--- config.mk ---
export PLATFORM = sky130hd
export DESIGN_NAME = exu_seq
export DESIGN_NICKNAME = d
export VERILOG_FILES = /design/src/rtl/exu_seq.sv
export SDC_FILE = /design/constraint.sdc
export NUM_CORES = 1
export LEC_CHECK = 0
export ABC_AREA = 1
export ABC_CLOCK_PERIOD_IN_PS = 2050
export CORE_AREA = 2 2 284 286
export CTS_BUF_LIST = sky130_fd_sc_hd__clkbuf_8
export DETAILED_ROUTE_END_ITERATION = 8
export DIE_AREA = 0 0 286 288
export DONT_BUFFER_PORTS = 1
export GPL_ROUTABILITY_DRIVEN = 0
export PLACE_DENSITY = 0.46
export SLEW_MARGIN = 10
export SYNTH_ARGS = -nofsm -noshare
export SYNTH_HDL_FRONTEND = slang
export SYNTH_SLANG_ARGS = --single-unit
export TNS_END_PERCENT = 30
--- constraint.sdc ---
create_clock -name clk -period 2.05 [get_ports clk]
set_clock_uncertainty 0.2 [all_clocks]
set_input_delay 0.5125 -clock clk [delete_from_list [all_inputs] [get_ports clk]]
set_output_delay 0.5125 -clock clk [all_outputs]
set_load 0.01 [all_outputs]
--- src/rtl/exu_seq.sv ---
// Multi-cycle execute sequencer: accepts one decoded instruction, drives the ALU for ALU_LAT cycles, then writes back and commits.
module exu_seq #(
  parameter int XLEN    = 64,
  parameter int ALU_LAT = 1,
  parameter int CNT_W   = 64
) (
  input  logic             clk,
  input  logic             rstn,
  input  logic             in_valid,
  output logic             in_ready,
  input  logic [XLEN-1:0]  in_pc,
  input  logic [XLEN-1:0]  in_src1,
  input  logic [XLEN-1:0]  in_imm,
  input  logic [4:0]       in_rd,
  input  logic             in_add,
  input  logic             in_ebreak,
  output logic [XLEN-1:0]  alu_src1,
  output logic [XLEN-1:0]  alu_imm,
  output logic             alu_add,
  input  logic [XLEN-1:0]  alu_result,
  output logic             wb_en,
  output logic [4:0]       wb_rd,
  output logic [XLEN-1:0]  wb_data,
  output logic             commit,
  output logic [XLEN-1:0]  commit_pc,
  output logic             halted,
  output logic [XLEN-1:0]  halt_pc,
  output logic [CNT_W-1:0] cycle_cnt,
  output logic [CNT_W-1:0] instret
);

  typedef enum logic [1:0] {IDLE, EXEC, WB, HALT} state_t;

  localparam logic [3:0] LAT_M1 = 4'(ALU_LAT - 1);

  state_t          state_q;
  logic [3:0]      cnt_q;
  logic [XLEN-1:0] pc_q;
  logic [4:0]      rd_q;
  logic            add_q;
  logic            in_ready_q;

  assign in_ready = in_ready_q;

  always_ff @(posedge clk) begin
    if (!rstn) begin
      state_q    <= IDLE;
      cnt_q      <= '0;
      pc_q       <= '0;
      rd_q       <= '0;
      add_q      <= 1'b0;
      in_ready_q <= 1'b1;
      alu_add    <= 1'b0;
      alu_src1   <= '0;
      alu_imm    <= '0;
      wb_en      <= 1'b0;
      wb_rd      <= '0;
      wb_data    <= '0;
      commit     <= 1'b0;
      commit_pc  <= '0;
      halted     <= 1'b0;
      halt_pc    <= '0;
      cycle_cnt  <= '0;
      instret    <= '0;
    end else begin
      if (!halted) cycle_cnt <= cycle_cnt + 1'b1;
      unique case (state_q)
        IDLE: begin
          if (in_valid) begin
            pc_q       <= in_pc;
            rd_q       <= in_rd;
            add_q      <= in_add;
            alu_src1   <= in_src1;
            alu_imm    <= in_imm;
            in_ready_q <= 1'b0;
            // ebreak wins over addi when decode flags both
            if (in_ebreak) begin
              state_q <= HALT;
              halted  <= 1'b1;
              halt_pc <= in_pc;
              instret <= instret + 1'b1;
            end else begin
              state_q <= EXEC;
              cnt_q   <= LAT_M1;
              alu_add <= in_add;
            end
          end
        end
        EXEC: begin
          if (cnt_q == 4'd0) begin
            state_q   <= WB;
            alu_add   <= 1'b0;
            wb_data   <= alu_result;
            wb_rd     <= rd_q;
            wb_en     <= add_q && (rd_q != 5'd0);
            commit    <= 1'b1;
            commit_pc <= pc_q;
            instret   <= instret + 1'b1;
          end else begin
            cnt_q <= cnt_q - 4'd1;
          end
        end
        WB: begin
          state_q    <= IDLE;
          wb_en      <= 1'b0;
          commit     <= 1'b0;
          in_ready_q <= 1'b1;
        end
        HALT: begin
          state_q <= HALT;
        end
        default: state_q <= IDLE;
      endcase
    end
  end

endmodule

Word-level counts from Yosys, hierarchy flattened
Cells that the tools add are included.
- register bits: 534
- output and inout port bits: 458
- word-level logic and storage cells: 67
- input bits: 266
- $add $sub $neg: 3
- muxes and demuxes: 22
- equal/unequal tests: 8
- reduce and logical (&&, ||, !) cells: 16
- operators with widths (operator ; count):
    64-bit 2-to-1 mux ; 3
    64-bit by 1-bit adder with 64-bit output (second input constant) ; 2
    64-bit case mux with 2 select lines ; 1
    4-bit 2-to-1 mux ; 3
    4-bit AND reduction ; 3
    2-bit inequality test (second input constant) ; 5
    2-bit AND reduction ; 5
    1-bit case mux with 2 select lines ; 4
    2-bit case mux with 4 select lines ; 1
    4-bit case mux with 2 select lines ; 1
    1-bit 2-to-1 mux ; 6
    2-bit 2-to-1 mux ; 3
    2-bit nonzero test ; 3
    5-bit nonzero test ; 1
    2-bit equality test (second input constant) ; 2
    4-bit zero test ; 1
    4-bit by 1-bit subtractor with 4-bit output (second input constant) ; 1
    3-bit AND reduction ; 1
    2-bit by 1-bit equality test with 1-bit output (second input constant) ; 1
    2-bit zero test ; 1
    1-bit logical AND ; 1

Logic depth before layout (Yosys ltp)
- word-level depth: 4
- mapped depth: 12
- depth with buffers taken out: 12

Worst setup path after synthesis
No wires, ideal clock.
- kind: reg-to-reg
- from: register cycle_cnt[0]
- to: register cycle_cnt[42]
- stages on the path, launching flop included: 11
- period minus slack after synthesis: 1.902 ns
- setup time: 0.116 ns
- required time: 1.734 ns
- slack: 0.148 ns
- arrival time: 1.586 ns
- cell sequence: dfxtp_1 -> ha_1 -> nand2_1 -> nor2_2 -> nand3_1 -> nor2_2 -> inv_1 -> nor2_1 -> nand2_1 -> o21ai_0 -> nor2_1
- cells in the longest elaborated chain, start to end: 1
- RTL lines (element ; line ; source):
    start, declared ; 28 ; output logic [CNT_W-1:0] cycle_cnt,
    start signal, assigned ; 66 ; if (!halted) cycle_cnt <= cycle_cnt + 1'b1;
    64-bit by 1-bit adder with 64-bit output ; 66 ;
No other way between the ends.
A chain may end at the register's enable or synchronous reset.

Worst setup path after layout
- from: register cycle_cnt[14]
- to: output port cycle_cnt[14]
No word-level cell between the ends.

==> results.md <==
Run status:
- The run finished, with violations left.
- The final reports fail on hold timing.

Worst setup path:
- The startpoint class of the critical path is a flip-flop.
- The worst register-to-register path has a setup slack of 0.06 ns.
- The startpoint identified for the worst register-to-register timing path is cycle_cnt[7].
- The launch point of the worst path is cycle_cnt[14].
- The critical path is of the flip-flop to output pin type.
- The critical path data arrival time is 1.33 ns.
- STA puts the critical path data required time at around 1.3 ns.
- The largest driver fanout on the critical path is 4.
- The worst setup path is captured at an output pin.

Power:
- In this run, the combinational gates consume between 20% and 30% of the power.
- The cell-internal power is 22.2 mW.
- Of the total power, the share spent switching nets is 36.9%.
- Of the total power, registers draw 46.1%.
- The clock network fraction of total power is between 30% and 40%.
- Summed over all cells, the static leakage comes to 11.9 nW.
- The worst-case IR drop observed on VDD is ~0.6 mV.
- For this design the total switching power over the nets is approximately 13 mW.
- Dividing total power by cell area gives a power density of 1190 mW/mm².

CTS:
- The clock tree from TritonCTS is yes.
- The number of H-tree levels is 3.
- The tree built by TritonCTS fans out to 534 sinks.
- TritonCTS created 97 clock buffers.
- The root buffer cell is clkbuf_8.
- In this run the deepest clock path goes through 3 buffers.
- The clock-pin transition on the worst setup and hold timing paths is 0.06 ns.
- The worst-skew pair later-pin latency is 0.72 ns.

Die:
- The standard cell core area is roughly 0.08 mm².
- The die is 286 µm wide.
- The die is 288 µm tall.
- The floorplan step defined a die boundary enclosing roughly 0.08 mm².
- The number of top-level pins is 724.
- The initial utilization of the core area, before any placement, comes to 26.9%.
- The cell row count is 104.

STA:
- The time the worst path needs with I/O delays and setup is just over 2 ns.
- Setup violations remaining at the end of the flow were counted as 0.
- After layout, the worst path uses 99.4% of the clock period.
- The setup TNS is 0 ns.
- At the pin with the least slew margin, the transition time is 1.49 ns.
- The number of hold violations in the final report is 123.
- The final hold slack is -0.237 ns.
- Derived from the worst setup path, the maximum achievable clock frequency is 0.491 GHz.
- Setup repair after global routing could not meet its margin everywhere.
- The total count of max-transition violations in the final report is 0.
- The relative max-transition margin is less than 1%.

Global routing:
- The largest net degree at the start of global routing is 420.
- The global-route wire length before repair is 126 mm.
- The total global routing overflow is 0.
- The number of global-route vias before repair is 20746.
- The number of antenna violations at the first check in global routing is 14.
- Across every metal layer, demand over resource in global routing totals 19.8%.

Layout:
- The final core utilization is 37.2%.
- The area used by multi-input combinational logic is a little under 0.01 mm².
- After filler insertion, the fill cell instance count of the layout stands at 8500.
- The area growth from synthesis to layout is 38.3%.
- In the final layout, the share of cells above drive strength 1 is 15.6%.
- Across the whole layout, storage elements account for 0.0108 mm².
- The final net count is 3764.

Detailed routing:
- The count of antenna-violating nets left after detailed routing is 0.
- Using the TritonRoute via totals, the vias-per-cell ratio works out to approximately 4.6.
- Dividing the detail-routed wire length by the instance count gives ~19 µm.
- The first routing iteration left between 1000 and 1500 violations.
- The number of detailed-routing iterations run before antenna repair is 5.
- The via count is 21490.
- After detailed routing, the number of remaining DRC violations is 0.
- The post-detailed-routing wire length is 87.1 mm.

Min path:
- The class of the most critical hold timing path is input port to flip-flop.
- In this run the most critical hold path is launched from rstn.

Logic synthesis:
- For this run, asynchronously set or reset flops after synthesis account for 0%.
- The average cell area after synthesis is between 7 and 8 µm².
- The share of the yosys chip area belonging to registers is between 40% and 50%.
- In this run the cell area of the synthesized design comes to 0.0214 mm².
- Yosys mapped the design onto 35 distinct sky130hd cell types.
- After synthesis the netlist holds a flip-flop and latch count of 534.
- The number of standard cells after synthesis is 3011.
- During synthesis, Yosys emitted a total of 0 warnings.
- Yosys mapped a number of flops with a built-in enable equal to 0.
- Among all flip-flop cells after synthesis, the most frequent one is dfxtp_1.
- The number of nets handed over by synthesis was 3285.

Placement:
- The quantity of I/O buffers inserted on ports is 0.
- Detailed placement ended at an HPWL of 62.1 mm.

Run:
- The tool flagged a number of max-cap violations equal to 0.
[cell usage in the layout (no fill, tap or decap), types with 5 or more instances in the layout]
cell             n
nor2_1         935
dfxtp_1        464
nand2_1        400
o21ai_0        362
dlygate4sd3_1  267
buf_4          222
inv_1          170
nand3_1        143
a21oi_1        133
clkbuf_8       123
dfxtp_2         60
nand4_1         34
buf_12          27
nor3_1          26
nor2_2          26
xor2_1          18
nor2_4          16
buf_6           16
dfxtp_4         10
diode_2          9
nand2_2          8
nor3b_1          8
xnor2_1          8
a31oi_1          7
o21ai_1          6
ha_1             6
clkinv_2         6
nand3_2          5
nor3_2           5
[synth_stat cells, drive strengths merged (7+ instances only)]
cell type | n | area [µm²]
nor2 | 977 | 3760
dfxtp | 534 | 10700
nand2 | 409 | 1540
o21ai | 369 | 1850
inv | 151 | 569
nand3 | 150 | 763
a21oi | 133 | 666
clkbuf | 118 | 443
buf | 37 | 186
nand4 | 34 | 213
nor3 | 32 | 170
xor2 | 18 | 158
ha | 8 | 100
nor3b | 8 | 60.1
xnor2 | 8 | 70.1
a31oi | 7 | 43.8
[critical path, cell delays in order, from the launching register on]
cell and delay, ns:
dfxtp_4 0.37, buf_6 0.12, buf_6 0.11
[registers in the layout, summed over array words and instances, names as in the netlist]
name and flops:
add_q 1, alu_add 1, alu_imm 64, alu_src1 64, cnt_q 4, commit 1, commit_pc 64, cycle_cnt 64
halt_pc 64, halted 1, in_ready 1, instret 64, pc_q 64, rd_q 5, state_q 2, wb_data 64
wb_en 1, wb_rd 5
[power groups by stage]
stage	registers, mW	logic (mW)	clock network (mW)
after floorplan	15.3	4.86	0
after global placement	16.5	7.58	0
after detailed placement	16.5	7.64	0
after CTS	16.3	8.22	11.1
after global routing	16.5	9.39	11.5
final	16.2	8.24	10.7
[through the flow]
step	setup WS, ns	instances	cell area [µm²]	hold slack (ns)	power, mW
after floorplan	0.148	3011	21400	0.248	20.2
after global placement	0.0443	4170	24300	0.263	24.0
after detailed placement	-0.000689	4170	24300	0.269	24.1
after CTS	-0.101	4598	29200	-0.295	35.5
after global routing	-0.0561	4627	29600	-0.288	37.4
final	0.0123	4628	29600	-0.237	35.2
[routing by layer]
metal,part of all wire (%),vias up,GRT usage [%],wire length [µm]
li1,-,10668,-,-
met1,41,9851,23.7,35900
met2,48,801,34.1,41900
met3,7.4,168,5.22,6470
met4,3.2,2,7.32,2750
met5,0.013,-,0,11
[path summary, 6_finish.rpt]
| path | endpoint | cells past startpoint |
|---|---|---|
| setup / recovery | cycle_cnt[14] | 2 |
| hold / removal | alu_src1[43] | 2 |
| setup reg to reg | cycle_cnt[40] | 8 |
| hold reg to reg | cycle_cnt[23] | 1 |
[layout make-up]
class | count | area share (%)
inverters | 152 | 1.99
flip-flops and latches | 534 | 36.5
well taps | 1060 | 4.48
multi-input cells | 2170 | 32.8
clock buffers | 123 | 5.72
diodes | 9 | 0.0761
repair buffers | 535 | 17.2
clock inverters | 45 | 1.20
[logic make-up after synthesis]
family | Yosys count | share of synthesized area, %
AOI/OAI and AO/OA | 515 | 12.2
buffers and inverters | 307 | 5.62
xor gates and xnor gates | 26 | 1.06
DFF | 534 | 49.9
and+or+nand+nor | 1621 | 30.7
adders and majority gates | 8 | 0.468
[timing repair]
item                                   4_1_cts  5_1_grt
pin swaps                                    0        7
resized for setup                           82       72
hold buffers                               260       11
cloned                                       0        1
setup endpoints to repair                   68      159
setup buffers                                8        9
endpoints found under the hold margin      498      162
No activity file was read; power rests on OpenSTA's default activity.
